==> src/rtl/alu_sequencer.sv <==
// alu_sequencer: owns the shared ALU and sequences single-pass,
// shift-add multiply and restoring-divide operations through it.
module alu_sequencer #(
  parameter int          word_size = 32,
  parameter logic [5:0]  SEL_IDLE  = 6'd63
) (
  input  logic                 clock,
  input  logic                 clear_n,
  input  logic                 start,
  input  logic [5:0]           op,
  input  logic [word_size-1:0] a_in,
  input  logic [word_size-1:0] b_in,
  output logic [5:0]           alu_sel,
  output logic [word_size-1:0] alu_a,
  output logic [word_size-1:0] alu_b,
  input  logic [word_size-1:0] alu_low,
  output logic                 busy,
  output logic                 done,
  output logic                 err,
  output logic [word_size-1:0] z_low,
  output logic [word_size-1:0] z_high
);

  localparam int W = word_size;

  localparam logic [5:0] OP_ADD = 6'd0;
  localparam logic [5:0] OP_SUB = 6'd1;
  localparam logic [5:0] OP_DIV = 6'd2;
  localparam logic [5:0] OP_MUL = 6'd6;

  typedef enum logic [1:0] {
    IDLE,
    SETUP,
    EXEC,
    DONE
  } state_t;

  state_t         state;
  logic [5:0]     op_r;
  logic [W-1:0]   b_r;
  logic [W-1:0]   hi;
  logic [W-1:0]   lo;
  logic [4:0]     cnt;

  logic           accept;
  logic           illegal;
  logic           div_zero;
  logic           is_iter;
  logic [W-1:0]   nhi;
  logic [W-1:0]   nlo;

  // hi/lo hold acc/mq for MUL and rem/quo for DIV; lo holds A otherwise
  function automatic logic [2*W-1:0] pass_ops(
    input logic [5:0]   o,
    input logic [W-1:0] h,
    input logic [W-1:0] l,
    input logic [W-1:0] b
  );
    logic [W-1:0] pa;
    logic [W-1:0] pb;
    pa = l;
    pb = b;
    unique case (1'b1)
      o == OP_MUL: begin
        pa = h;
        pb = l[0] ? b : '0;
      end
      o == OP_DIV: begin
        pa = {h[W-2:0], l[W-1]};
        pb = b;
      end
      default: ;
    endcase
    return {pa, pb};
  endfunction

  function automatic logic [5:0] alu_code(input logic [5:0] o);
    logic [5:0] c;
    c = o;
    unique case (1'b1)
      o == OP_MUL: c = OP_ADD;
      o == OP_DIV: c = OP_SUB;
      default: ;
    endcase
    return c;
  endfunction

  assign accept   = start && (state == IDLE || state == DONE);
  assign illegal  = op > OP_MUL;
  assign div_zero = (op == OP_DIV) && (b_in == '0);
  assign is_iter  = (op_r == OP_MUL) || (op_r == OP_DIV);

  always_comb begin
    nhi = hi;
    nlo = lo;
    unique case (1'b1)
      op_r == OP_MUL: begin
        {nhi, nlo} = {(alu_low < alu_a), alu_low, lo[W-1:1]};
      end
      op_r == OP_DIV: begin
        // alu_a carries the shifted remainder; hi[W-1] is its lost msb
        if (hi[W-1] || alu_a >= b_r) begin
          nhi = alu_low;
          nlo = {lo[W-2:0], 1'b1};
        end else begin
          nhi = alu_a;
          nlo = {lo[W-2:0], 1'b0};
        end
      end
      default: ;
    endcase
  end

  always_ff @(posedge clock or negedge clear_n) begin
    if (!clear_n) begin
      state   <= IDLE;
      op_r    <= '0;
      b_r     <= '0;
      hi      <= '0;
      lo      <= '0;
      cnt     <= '0;
      busy    <= 1'b0;
      done    <= 1'b0;
      err     <= 1'b0;
      z_low   <= '0;
      z_high  <= '0;
      alu_sel <= SEL_IDLE;
      alu_a   <= '0;
      alu_b   <= '0;
    end else begin
      unique case (state)
        IDLE, DONE: begin
          state   <= IDLE;
          busy    <= 1'b0;
          done    <= 1'b0;
          alu_sel <= SEL_IDLE;
          if (accept) begin
            op_r <= op;
            b_r  <= b_in;
            hi   <= '0;
            lo   <= a_in;
            cnt  <= '0;
            err  <= 1'b0;
            unique case (1'b1)
              illegal: begin
                state  <= DONE;
                done   <= 1'b1;
                err    <= 1'b1;
                z_low  <= '0;
                z_high <= '0;
              end
              div_zero: begin
                state  <= DONE;
                done   <= 1'b1;
                err    <= 1'b1;
                z_low  <= '1;
                z_high <= a_in;
              end
              default: begin
                state <= SETUP;
                busy  <= 1'b1;
                {alu_a, alu_b} <= pass_ops(op, '0, a_in, b_in);
              end
            endcase
          end
        end
        SETUP: begin
          state   <= EXEC;
          alu_sel <= alu_code(op_r);
        end
        EXEC: begin
          alu_sel <= SEL_IDLE;
          if (!is_iter) begin
            z_low  <= alu_low;
            z_high <= '0;
            state  <= DONE;
            done   <= 1'b1;
            busy   <= 1'b0;
          end else begin
            hi <= nhi;
            lo <= nlo;
            if (cnt == 5'd31) begin
              z_high <= nhi;
              z_low  <= nlo;
              state  <= DONE;
              done   <= 1'b1;
              busy   <= 1'b0;
            end else begin
              cnt   <= cnt + 5'd1;
              state <= SETUP;
              {alu_a, alu_b} <= pass_ops(op_r, nhi, nlo, b_r);
            end
          end
        end
        default: state <= IDLE;
      endcase
    end
  end

endmodule

==> config.mk <==
export PLATFORM = sky130hd
export DESIGN_NAME = alu_sequencer
export DESIGN_NICKNAME = d
export VERILOG_FILES = /design/src/rtl/alu_sequencer.sv
export SDC_FILE = /design/constraint.sdc
export NUM_CORES = 1
export LEC_CHECK = 0
export ABC_CLOCK_PERIOD_IN_PS = 3400
export BUFFER_PORTS_ARGS = -buffer_cell sky130_fd_sc_hd__buf_2
export CORE_ASPECT_RATIO = 1.25
export CORE_MARGIN = 3
export CORE_UTILIZATION = 50
export DETAILED_ROUTE_END_ITERATION = 8
export PLACE_DENSITY_LB_ADDON = 0.12
export SETUP_SLACK_MARGIN = 0.3
export SYNTH_ARGS = -nofsm -noshare
export SYNTH_HDL_FRONTEND = slang
export SYNTH_SLANG_ARGS = --single-unit
==> constraint.sdc <==
create_clock -name clock -period 3.4 [get_ports clock]
set_input_delay 0.17 -clock clock [delete_from_list [all_inputs] [get_ports clock]]
set_output_delay 0.17 -clock clock [all_outputs]
set_load 0.02 [all_outputs]
==> results_dict.tcl <==
set metrics [dict create \
    rsz0062_at_grt "true" \
    antenna_found_initial 3 \
    vdd_drop_max_mv 0.6912 \
    gr-total-overflow 0 \
    area_growth_pct 26.03 \
    start_util_pct 51.18 \
    syn-cell-area_mm2 0.01340 \
    slew_viol_final 0 \
    drt-vias-per-instance 6.226 \
    ctsHtreeMaxLevel 1 \
    worst_pin_slew_ns 0.8735 \
    seq_power_share_pct 24.7 \
    dieHeight_um 189.0 \
    gr-usage-all-layers_pct 33.47 \
    gp_congestion 0.9505 \
    synth_top_area_cell "dfrtp_1" \
    crit_start "alu_a[13]" \
    die_w_um 152.4 \
    core_area_mm2 0.02618 \
    crit_path_max_incr_delay_ns 0.42 \
    clkSinkCount 215 \
    clk_pin_slew_ns 0.07 \
    drt-pass1-iter-count 5 \
    fmax_mhz 342.6 \
    clock_skew_ns 0.02264 \
    grt_pass1_wl_um 77160 \
    hold_path.class "in2reg" \
    p_int_mw 9.842 \
    drt_wl_total_um 49740 \
    met3_length_um 4574 \
    hpwl_um 36470 \
    ys_seq_area_share_pct 40.22 \
    ys_types 76 \
    drt_iter0_markers 1249 \
    sw_frac_of_total_pct 48.19 \
    num-nets-final 2010 \
    p_comb_share_pct 61.2 \
    crit_buf_inv 2 \
    ant_nets 0 \
    p_sw_mw 9.154 \
    ys_seq_elements 215 \
    p_leak_nw 7.904 \
    end_kind "register" \
    cap_violations 0 \
    rrSetupSlack_ns 0.48 \
    cp-endpoint "alu_a[20]" \
    synth_top_area_share_pct 39.04 \
    drive_gt1_share_pct 24.66 \
    highest_layer "met5" \
    drcViolationCount 0 \
    drt-wirelength-per-cell_um 22.66 \
    relSlewSlack_pct 41.55 \
    avgSynthCellArea_um2 8.762 \
    path_cells "ha_1 > a21o_1 > a221o_1 > a221oi_4 > o211ai_4 > buf_12 > a21o_2 > buf_4 > a211oi_2 > o21ai_1" \
    grt_max_degree 92 \
    tns_ns 0 \
    rr_worst_depth 10 \
    clock_path_buffers 3 \
    cts-root-buf "clkbuf_16" \
    fillers 2239 \
    hold_viol 0 \
    io_pins 242 \
    crit_path_start_kind "register" \
    dr_total_vias 13670 \
    outcome "completed" \
    clkPwrFrac_pct 14.1 \
    syn-num-nets 1702 \
    route.met2.wl_um 22610 \
    synthFlopType "dfrtp_1" \
    synth_edf_count 0 \
    syn_inst 1529 \
    cp_top_family "compound AO/OA/AOI/OAI gates" \
    port_buffers 241 \
    ys_top_cells_by_area "dfrtp_1, a21oi_1, ha_1" \
    reg2reg_from "alu_a[13]" \
    setup_violations 0 \
    path_max_fanout 9 \
    cp.arrival_ns 3.31 \
    grt_pass1_vias 13380 \
    crit_type "reg2reg" \
    clkLatencyLatePin_ns 0.53 \
    async_flop_share_pct 100.0 \
    reg2reg_to "alu_a[20]" \
    cpMaxStageDelayCell "dfrtp_1" \
    cts_tree "yes" \
    yosys_warnings 0 \
    whs_ns 0.07970 \
    min_period_over_period_pct 85.85 \
    detail_route.wirelength.met1_um 20220 \
    rows 66 \
    period_needed_ns 2.919 \
    dieArea_mm2 0.02881 \
    cp.required_ns 3.79 \
    power_density_mw_per_mm2 1125 \
    cts_made_buffers 23 \
    cp.depth 10 \
]
worst reg2reg max path, delay by kind of cell, from the launching register on:
kind	cells	cell delay (ns)
buffers and inverters	2	0.36
adders and majority gates	1	0.33
DFF	1	0.42
AOI/OAI and AO/OA	7	1.70
kinds of logic (layout without fill, tap and decap cells):
family | after synthesis | after routing | synth area share, %
DFF | 215 | 215 | 40.22
other | 0 | 2 | 0
buffers and inverters | 200 | 524 | 5.949
and+or+nand+nor | 382 | 382 | 13.07
muxes | 86 | 86 | 6.799
adders and majority gates | 68 | 68 | 6.351
AOI/OAI and AO/OA | 578 | 578 | 27.62
stage by stage:
stage                     cells  setup slack [ns]  utilization [%]  cell area [um^2]  power, mW
after floorplan            1529            0.6401                -             13400      12.07
after CTS                  2187            0.2980            64.17             16800      18.66
final                      2195            0.4812            64.50             16880      19.00
after global placement     2077            0.2496            58.49             15310      15.62
after global routing       2195            0.2378            64.50             16880      20.28
after detailed placement   2077            0.2918            58.49             15310      15.84
layer usage:
metal,GRT usage [%],vias to the layer above
met1,44.64,6520
met2,53.95,748
met5,0,-
met3,6.219,142
li1,-,6254
met4,13.91,2
flip-flops by register name (all words and copies together) (netlist names):
| name | cells |
|---|---|
| z_low | 32 |
| z_high | 32 |
| op_r | 6 |
| b_r | 32 |
| alu_a | 32 |
| hi | 1 |
| cnt | 5 |
| err | 1 |
| lo | 32 |
| state | 2 |
| done | 1 |
| alu_sel | 6 |
| busy | 1 |
| alu_b | 32 |
power by group through the flow:
stage               Clock [mW]  Sequential, mW  Combinational (mW)
finish                    2.67            4.70                11.6
global route              2.80            4.83                12.7
CTS                       2.71            4.68                11.3
detailed placement           0            4.70                11.1
global placement             0            4.66                11.0
floorplan                    0            5.30                6.77
Yosys cell counts (4+ instances only):
cell       number
buf_1          12
nor3_1         27
a22oi_1        60
o21a_1         12
a2bb2oi_1      15
nand2_1       131
a21oi_1       221
mux2i_1        46
nand3_1        28
o21ai_1        11
nand2b_1        6
a211oi_1       28
o31ai_1         6
o21ai_0        90
o22ai_1        20
buf_2          22
clkbuf_1       83
ha_1           68
a32oi_1        11
a211oi_2       12
a21o_1         23
mux2_2         39
o211ai_1       16
inv_1          78
nand4_1        22
and2_1          4
dfstp_2         6
a31oi_1        14
nor2_1        113
and3_1         13
nor4_1         16
dfrtp_1       209
area by class of cell:
type / instances / area, um^2 / share of cell area [%]
inverters: 79 / 296.5 / 1.756
flip-flops and latches: 215 / 5389 / 31.92
repair buffers: 404 / 2704 / 16.01
clock inverters: 11 / 140.1 / 0.8300
multi-input cells: 1114 / 7272 / 43.07
well taps: 340 / 425.4 / 2.520
diodes: 2 / 5.005 / 0.02964
clock buffers: 30 / 651.9 / 3.861
cells in the final DEF (no fill, tap or decap), types with 5 or more instances in the layout:
cell / count
inv_1: 77
clkbuf_16: 23
nor3_1: 27
nand3_1: 28
dlygate4sd3_1: 69
dfstp_2: 6
a21o_1: 22
nor4_1: 16
buf_12: 7
nand2b_1: 5
o21ai_1: 11
a211oi_2: 11
o21ai_0: 89
nand4_1: 22
a211oi_1: 28
dfrtp_1: 208
clkbuf_8: 5
o211ai_1: 16
buf_2: 240
o22ai_1: 20
buf_4: 86
mux2i_1: 46
o31ai_1: 6
and3_1: 13
o21a_1: 12
a2bb2oi_1: 15
mux2_2: 39
nor2_1: 112
a32oi_1: 11
a21oi_1: 220
ha_1: 67
nand2_1: 129
a31oi_1: 14
a22oi_1: 60
what timing repair did:
| item | 4_1_cts | 5_1_grt |
|---|---|---|
| pin swaps | 0 | 2 |
| buffers inserted | 0 | 6 |
| endpoints found under the hold margin | 174 | 0 |
| setup endpoints to repair | 1 | 56 |
| hold buffers | 69 | 0 |
| gates resized for setup | 2 | 4 |
how the worst min path moves through the flow:
stage,from,end,cells after the start
after floorplan,clear_n,alu_a[0],0
after global placement,clear_n,alu_b[6],1
after detailed placement,clear_n,alu_b[6],1
after CTS,alu_low[5],z_high[5],3
after global routing,alu_low[5],z_high[5],3
final,alu_low[5],z_high[5],3
(Power assumes the default switching activity.)
